<file path="src/rtl/rx_bit_deserializer.sv">
// rx_bit_deserializer: full-speed USB receive path - bit recovery, NRZI decode, unstuffing and byte assembly
module rx_bit_deserializer (
    input  logic       clk,
    input  logic       rst,
    input  logic       d_plus_sync,
    input  logic       d_minus_sync,
    input  logic       rcv_enable,
    output logic [7:0] Packet_Data,
    output logic       byte_complete,
    output logic       eop,
    output logic       stuff_error,
    output logic       align_error,
    output logic       receiving
);
    localparam logic [1:0] IDLE     = 2'd0;
    localparam logic [1:0] RECEIVE  = 2'd1;
    localparam logic [1:0] EOP_WAIT = 2'd2;

    logic [1:0] state, phase;
    logic [2:0] ones, bit_cnt;
    logic [7:0] shift;
    logic       dp_d, dm_d, prev;
    logic       strobe, se0, k, bit_in, stuffed, decode, eop_hit;

    // The phase counter lags the line by one clk, so the line is sampled from the matching delayed copy
    assign strobe    = phase == 2'd2;
    assign se0       = !dp_d && !dm_d;
    assign k         = !dp_d && dm_d;
    assign bit_in    = dp_d == prev;
    assign stuffed   = ones == 3'd6;
    assign decode    = strobe && (state == IDLE ? k : !se0);
    assign eop_hit   = strobe && state == EOP_WAIT && se0;
    assign receiving = state != IDLE;

    always_ff @(posedge clk or posedge rst) begin
        if (rst) begin
            state         <= IDLE;
            phase         <= 2'd0;
            dp_d          <= 1'b1;
            dm_d          <= 1'b0;
            prev          <= 1'b1;
            ones          <= 3'd0;
            bit_cnt       <= 3'd0;
            shift         <= 8'h00;
            Packet_Data   <= 8'h00;
            byte_complete <= 1'b0;
            eop           <= 1'b0;
            stuff_error   <= 1'b0;
            align_error   <= 1'b0;
        end else begin
            dp_d          <= d_plus_sync;
            dm_d          <= d_minus_sync;
            phase         <= (!rcv_enable || d_plus_sync != dp_d) ? 2'd0 : phase + 2'd1;
            byte_complete <= 1'b0;
            eop           <= 1'b0;
            stuff_error   <= 1'b0;
            align_error   <= 1'b0;
            if (!rcv_enable || eop_hit) begin
                state       <= IDLE;
                prev        <= 1'b1;
                ones        <= 3'd0;
                bit_cnt     <= 3'd0;
                shift       <= 8'h00;
                eop         <= rcv_enable;
                align_error <= rcv_enable && bit_cnt != 3'd0;
            end else if (decode) begin
                state       <= RECEIVE;
                prev        <= dp_d;
                ones        <= (stuffed || !bit_in) ? 3'd0 : ones + 3'd1;
                stuff_error <= stuffed && bit_in;
                if (!stuffed) begin
                    shift   <= {shift[6:0], bit_in};
                    bit_cnt <= bit_cnt + 3'd1;
                    if (bit_cnt == 3'd7) begin
                        Packet_Data   <= {shift[6:0], bit_in};
                        byte_complete <= 1'b1;
                    end
                end
            end else if (strobe && state == RECEIVE && se0) begin
                state <= EOP_WAIT;
            end
        end
    end
endmodule

</file>
<file path="config.mk">
export PLATFORM = sky130hd
export DESIGN_NAME = rx_bit_deserializer
export DESIGN_NICKNAME = d
export VERILOG_FILES = /design/src/rtl/rx_bit_deserializer.sv
export SDC_FILE = /design/constraint.sdc
export NUM_CORES = 1
export LEC_CHECK = 0
export ABC_AREA = 1
export BUFFER_PORTS_ARGS = -buffer_cell sky130_fd_sc_hd__buf_2
export CAP_MARGIN = 20
export CORE_ASPECT_RATIO = 0.5
export CORE_UTILIZATION = 51
export DETAILED_ROUTE_END_ITERATION = 10
export PLACE_DENSITY = 0.74
export REMOVE_ABC_BUFFERS = 1
export SYNTH_ARGS = -nofsm -noshare
export SYNTH_HDL_FRONTEND = slang
export SYNTH_SLANG_ARGS = --single-unit
</file>
<file path="constraint.sdc">
create_clock -name clk -period 1.34 [get_ports clk]
set_input_delay 0.067 -clock clk [delete_from_list [all_inputs] [get_ports clk]]
set_output_delay 0.067 -clock clk [all_outputs]
set_load 0.01 [all_outputs]
</file>
==> results of run 1 <==
## cell type report
type                       instances  area [um2]  share of cell area
clock buffer                       7       96.34             0.04516
clock inverter                     1       30.03             0.01408
inverter                          18       67.56             0.03167
multi-input combinational        112       743.2              0.3484
sequential                        32       803.3              0.3765
tap                               37       46.29             0.02170
timing repair buffer              42       346.6              0.1625
## metrics by stage
stage          TNS (ps)  instances
2_1_floorplan     -3285        162
3_3_place_gp     -488.5        233
3_5_place_dp      -1547        233
4_1_cts          -799.8        246
5_1_grt           -3316        249
6_report          -1950        249
## power groups by stage
stage	sequential (uW)	clock [uW]	combinational, uW
4_1_cts	994	1030	176
6_report	995	1020	191
2_1_floorplan	1010	0	75.0
5_1_grt	994	1090	205
3_5_place_dp	1010	0	131
3_3_place_gp	1010	0	128
## sequential cells by signal, summed over array words and instances, names as in the netlist, 2 cells and up
| name | flops |
|---|---|
| Packet_Data | 8 |
| bit_cnt | 3 |
| shift | 7 |
| ones | 3 |
| phase | 2 |
| state | 2 |
## metal layers
metal | track usage | up-vias | wire, um
met5 | 0 | - | 0
met2 | 0.4565 | 34 | 1919
met4 | 0.1318 | 0 | 95
li1 | - | 608 | -
met1 | 0.2793 | 648 | 1678
met3 | 0.1023 | 11 | 132
## repair_timing
| item | 4_1_cts | 5_1_grt |
|---|---|---|
| cloned | 1 | 1 |
| pin swaps | 8 | 4 |
| hold buffers | 3 | 0 |
| setup endpoints to repair | 24 | 24 |
| buffers inserted | 1 | 2 |
| gates resized for setup | 29 | 3 |
| endpoints found under the hold margin | 32 | 0 |
## logic make-up (layout without fill, tap and decap cells)
group                    after synthesis  count (layout)
AND/OR/NAND/NOR                      100             100
flip-flops                            32              32
buffers and inverters                 22              68
adder cells (fa/ha/maj)                6               6
AO/OA/AOI/OAI                          3               3
XOR/XNOR                               3               3
## layout by cell type (no fill, tap or decap), types with 2 or more instances in the layout
cell type	instances
nand2_1	52
dfrtp_1	30
buf_2	17
buf_4	17
nand3_2	15
inv_1	14
nor2_1	8
nand3_1	8
clkbuf_8	7
nor2_4	6
ha_1	5
nand2_2	4
inv_2	4
dlygate4sd3_1	3
nand2_4	2
xnor2_1	2
nand4_1	2
dfstp_2	2
buf_12	2
## worst register-to-register path, cell delays in order (launching register included)
cell and delay (ps):
dfstp_2 620, nand3_2 160, nand2_4 150, buf_4 130
inv_2 50, nor2_4 150, nand2_1 80, nand2_1 60
## how the worst min path moves through the flow
stage | start | end | slack [ps] | cells after the start
after floorplan | d_plus_sync | dp_d | 70 | 0
after global placement | rst | dm_d | 170 | 3
after CTS | rcv_enable | phase[1] | 70 | 3
after detailed placement | rst | dm_d | 170 | 3
after global routing | rcv_enable | phase[1] | 70 | 3
final | rcv_enable | phase[1] | 80 | 3
==> results.ini, run 1 <==
[yosys]
synth_warnings = 0
synthArstFlopShare = 1.000
ys_types = 21
seq_area_frac_synth = 0.5332
post-synth-top-count-cell = nand2_1
syn_area_per_cell_um2 = 9.075
netlist_area_um2 = 1506
synth_flop_cell = dfrtp_1
synth_edf_count = 0
synth.area.mux_share = 0
synth_top_area_cell = dfrtp_1
ys_seq_elements = 32
synth_top_family_by_area = simple AND/OR/NAND/NOR gates
synthAdderAreaFrac = 0.04983
synth_area_leaders = dfrtp_1 (50%), nand2_1 (14%), nand3_1 (7.3%), ha_1 (5.0%), inv_1 (3.7%)
synthXorXnorAreaFrac = 0.01744
synth_cells = 166
netlist.area_leader.share = 0.4983
synth-simple-area-share = 0.3198
synth_common_cells = nand2_1 (56), dfrtp_1 (30), nand3_1 (22), inv_1 (15), nor2_1 (9)
synth_compound_area_frac = 0.01163

[place]
placed_area_um2 = 1755
dp_slack_ps = -93.17
post-dp-hpwl_um = 1985
portBuffers = 17
gp_congestion = 0.8080

[global_route]
grt_pass1_vias = 1167
grt_antenna_before_repair = 0
grt_overflow_total = 0
grt_max_degree = 33
grt_util_all_layers = 0.2552
grt_pass1_wl_um = 5506

[critical_path]
critPathMaxStageDelay_ps = 620
crit_arrival_ps = 1700
critPathCaptureType = flip-flop
crit_cells = 7
cp_common_cell = nand2_1
reg2reg_from = dp_d
reg2reg_depth = 7
path_class = reg -> reg
rr_endpoint = prev
startpoint = dp_d
crit_slowest_cell = dfstp_2
critical_path.cell_chain = nand3_2, nand2_4, buf_4, inv_2, nor2_4, nand2_1, nand2_1
critPathBufInv = 2
r2r_slack_ps = -130
timing.critical_path.to = prev
critPathMaxFanout = 5
path_delay_family = flip-flops
critPathRequiredTime_ps = 1570
start_kind = flip-flop

[floorplanning]
core_um2 = 2700
die_area_um2 = 3188
rows = 13
die_x_um = 78.86
pin_count = 18
initial_core_util = 0.5579
die_h_um = 40.43

[timing]
drv_slew = 0
period_share = 1.094
hold_viol = 0
worst_slack_ps = -125.4
min_period_ps = 1465
fmax_mhz = 682.4
worstMarginPinSlew_ps = 408.4
skew_ps = 4.645
maxSlewHeadroom = 0.7277
hold_ws_ps = 82.01
rsz0062_at_grt = true
setup_viol = 23

[power_and_ir_drop]
p_per_area_nw_per_um2 = 1035
p_sw_uw = 489.8
p_int_uw = 1717
sw_frac_of_total = 0.2219
vdd_drop_max_v = 0.001033
fin_total_pwr_uw = 2207
clkPwrFrac = 0.463
power.leakage_uw = 0.001187
pwr-share-comb = 0.086
seq_power_share = 0.451

[drt]
detail-route-antenna-nets = 0
wl_per_cell_um = 15.36
routed_wirelength_um = 3825
drcViolationCount = 0
vias = 1301
drt_iter0_drc = 65
via_per_inst = 5.225
first_pass_iters = 4

[clock_tree]
clk_latency_ps = 290
numCtsBuffers = 5
clock-sinks = 32
tritoncts = done
cts_buffer_depth = 2
clockRootBuffer = clkbuf_8
htreeDepth = 2
path_clk_slew_ps = 60

[flow_run]
timing.max_cap.violations = 0

[layout]
area_growth_pct = 41.61
fill_cells = 164
drive_gt1_frac = 0.4057
postLayoutCoreUtil = 0.7901
fin_area_um2 = 2133
n_antenna_cell = 0
num-nets-final = 222

[status]
outcome = finished, violations left
violations = setup timing

[hold_path]
hold_path_class = in -> reg

(Power assumes the default switching activity.)
==> run 2, diff against run 1 <==
--- a/config.mk
+++ b/config.mk
@@ -6,7 +6,7 @@
 export NUM_CORES = 1
 export LEC_CHECK = 0
 export ABC_AREA = 1
-export BUFFER_PORTS_ARGS = -buffer_cell sky130_fd_sc_hd__buf_2
+export BUFFER_PORTS_ARGS = -buffer_cell sky130_fd_sc_hd__buf_4
 export CAP_MARGIN = 20
 export CORE_ASPECT_RATIO = 0.5
 export CORE_UTILIZATION = 51
==> constraint.sdc (replaced) <==
create_clock -name clk -period 1.34 [get_ports clk]
set_input_delay 0.067 -clock clk [delete_from_list [all_inputs] [get_ports clk]]
set_output_delay 0.067 -clock clk [all_outputs]
set_load 0.05 [all_outputs]
==> run 2 against run 1 <==
Effect of this change: the run still ends with setup timing left; cell count rose by 0.40%; global-route usage fell by 3.2 points; sequential share of layout area fell by 0.13 points; cell area rose by 0.35%; count of clock-buffer cells in the layout did not move; combinational power rose by 4%; via count fell by 2.2%; first-iteration DRC count rose by 11%; flip-flop and latch count did not move; critical path depth rose by 2; utilization rose by 0.28 points; fmax fell by 1.0%; critical path type unchanged; critical endpoint is now Packet_Data[0].
==> results.ini, run 2 (same netlist as run 1, synthesis figures left out) <==
[global_route]
grt_use_met1 = 0.2363  ; was 0.2793
grtUsageMet3 = 0.06591  ; was 0.1023
grt_pass1_vias = 1140  ; was 1167
grt_antenna_before_repair = 0  ; unchanged
grt_max_degree = 33  ; unchanged
grt_util_all_layers = 0.2232  ; was 0.2552
grt_busiest_layer = met2  ; unchanged
grt_overflow_total = 0  ; unchanged
grt_pass1_wl_um = 4974  ; was 5506 um
grt_use_met2 = 0.4239  ; was 0.4565

[timing]
worst_slack_ps = -140.9  ; was -125.4 ps
tns_ps = -1748  ; was -1950 ps
hold_ws_ps = 66.66  ; was 82.01 ps
period_share = 1.105  ; was 1.094
hold_viol = 0  ; unchanged
drv_slew = 0  ; unchanged
setup_viol = 21  ; was 23
fmax_mhz = 675.3  ; was 682.4 MHz
rsz0062_at_grt = true  ; unchanged
worstMarginPinSlew_ps = 416.5  ; was 408.4 ps
min_period_ps = 1481  ; was 1465 ps
skew_ps = 10.70  ; was 4.645 ps
maxSlewHeadroom = 0.7224  ; was 0.7277

[layout]
fin_cells = 250  ; was 249
top_regs = Packet_Data x8, shift x7  ; unchanged
fill_cells = 149  ; was 164
top_register = Packet_Data  ; unchanged
drive_gt1_frac = 0.3568  ; was 0.4057
final_common_cell = nand2_1  ; unchanged
num-nets-final = 223  ; was 222
n_antenna_cell = 0  ; unchanged
area_growth_pct = 42.11  ; was 41.61%
final_cell_mix = nand2_1 (52), buf_4 (31), dfrtp_1 (30), nand3_1 (20), inv_1 (13)  ; was nand2_1 (52), dfrtp_1 (30), buf_2 (17), buf_4 (17), nand3_2 (15)
largest_reg_flops = 8  ; unchanged

[critical_path]
critPathMaxStageDelay_ps = 580  ; was 620 ps
critPathCaptureType = flip-flop  ; unchanged
crit_arrival_ps = 1660  ; was 1700 ps
cp_common_cell = nand2_1  ; unchanged
start_kind = flip-flop  ; unchanged
critPathMaxFanout = 11  ; was 5
critPathBufInv = 3  ; was 2
critPathRequiredTime_ps = 1520  ; was 1570 ps
path_class = reg -> reg  ; unchanged
critical_path.cell_chain = buf_4, inv_2, nand2_2, nor2_2, nor2_4, buf_12, nand2_4, nand2_1, nand2_1  ; was nand3_2, nand2_4, buf_4, inv_2, nor2_4, nand2_1, nand2_1
path_delay_family = flip-flops  ; unchanged
crit_slowest_cell = dfstp_2  ; unchanged

[floorplanning]
core_um2 = 2700  ; unchanged
die_area_um2 = 3188  ; unchanged
rows = 13  ; unchanged
pin_count = 18  ; unchanged
die_h_um = 40.43  ; unchanged
initial_core_util = 0.5579  ; unchanged
die_x_um = 78.86  ; unchanged

[place]
gp_congestion = 0.7860  ; was 0.8080
post-dp-hpwl_um = 1956  ; was 1985 um
portBuffers = 17  ; unchanged
dp_slack_ps = -190.9  ; was -93.17 ps
dp_cells = 230  ; was 233

[power_and_ir_drop]
p_per_area_nw_per_um2 = 1037  ; was 1035 nW/um2
power.leakage_uw = 0.001203  ; was 0.001187 uW
fin_total_pwr_uw = 2219  ; was 2207 uW
vdd_drop_max_v = 0.0006537  ; was 0.001033 V

[clock_tree]
htreeDepth = 2  ; unchanged
clock-sinks = 32  ; unchanged
numCtsBuffers = 5  ; unchanged
tritoncts = done  ; unchanged
path_clk_slew_ps = 70  ; was 60 ps
clockRootBuffer = clkbuf_8  ; unchanged
clk_latency_ps = 290  ; about the same
cts_buffer_depth = 2  ; unchanged

[drt]
drt_iter0_drc = 72  ; was 65
detail-route-antenna-nets = 0  ; unchanged
via_per_inst = 5.088  ; was 5.225
first_pass_iters = 4  ; unchanged
routed_wirelength_um = 3383  ; was 3825 um
vias = 1272  ; was 1301
wl_per_cell_um = 13.53  ; was 15.36 um
drcViolationCount = 0  ; unchanged

[status]
violations = setup timing  ; unchanged
outcome = finished, violations left  ; unchanged

[hold_path]
hold_path_class = in -> reg  ; unchanged

[flow_run]
timing.max_cap.violations = 0  ; unchanged

==> run 2: layout make-up <==
class	count	area, um2	area share
Tap cell	37	46.29	0.02162
Timing Repair Buffer	42	401.6	0.1876
Clock inverter	1	30.03	0.01403
Multi-Input combinational cell	113	688.2	0.3214
Sequential cell	32	803.3	0.3752
Clock buffer	7	96.34	0.04500
Inverter	18	75.07	0.03507
==> run 2: worst paths after layout <==
| path | from | to | slack, ps | depth (start not counted) |
|---|---|---|---|---|
| max | dp_d | Packet_Data[0] | -140 | 9 |
| min in group asynchronous | rst | dm_d | 420 | 4 |
| max reg2reg | dp_d | Packet_Data[0] | -140 | 9 |
| min reg2reg | phase[0] | phase[0] | 450 | 1 |
| max in group asynchronous | rst | prev | 580 | 4 |
| min | rcv_enable | state[0] | 70 | 3 |
==> run 2: power breakdown <==
part / internal (uW) / switching (uW)
sequential: 981 / 10.7
clock: 656 / 374
combinational: 90.9 / 107
==> run 2: per-stage QoR <==
| step | util | area, um2 |
|---|---|---|
| 4_1_cts | 0.7516 | 2029 |
| 3_5_place_dp | 0.6576 | 1775 |
| 2_1_floorplan | - | 1471 |
| 6_report | 0.7929 | 2141 |
| 5_1_grt | 0.7929 | 2141 |
| 3_3_place_gp | 0.6576 | 1775 |
==> run 2: per-layer routing <==
metal  routed length (um)  up-vias  share of wire
li1                     -      615              -
met1                 1425      617           0.42
met2                 1743       32           0.52
met3                  157        8          0.046
met4                   57        0          0.017
met5                    0        -              0
==> run 2: timing repair <==
| action | in CTS | in global routing |
|---|---|---|
| setup endpoints to repair | 24 | 24 |
| gates resized for setup | 16 | 8 |
| hold buffers | 3 | 0 |
| buffers inserted | 3 | 3 |
| hold endpoints to repair | 32 | 0 |
| pin swaps | 5 | 9 |
| cloned | 1 | 2 |
==> run 2: tightest hold or removal path, delay by kind of cell <==
family | cells | cell delay, ps
and+or+nand+nor | 2 | 140
buffers and inverters | 1 | 120
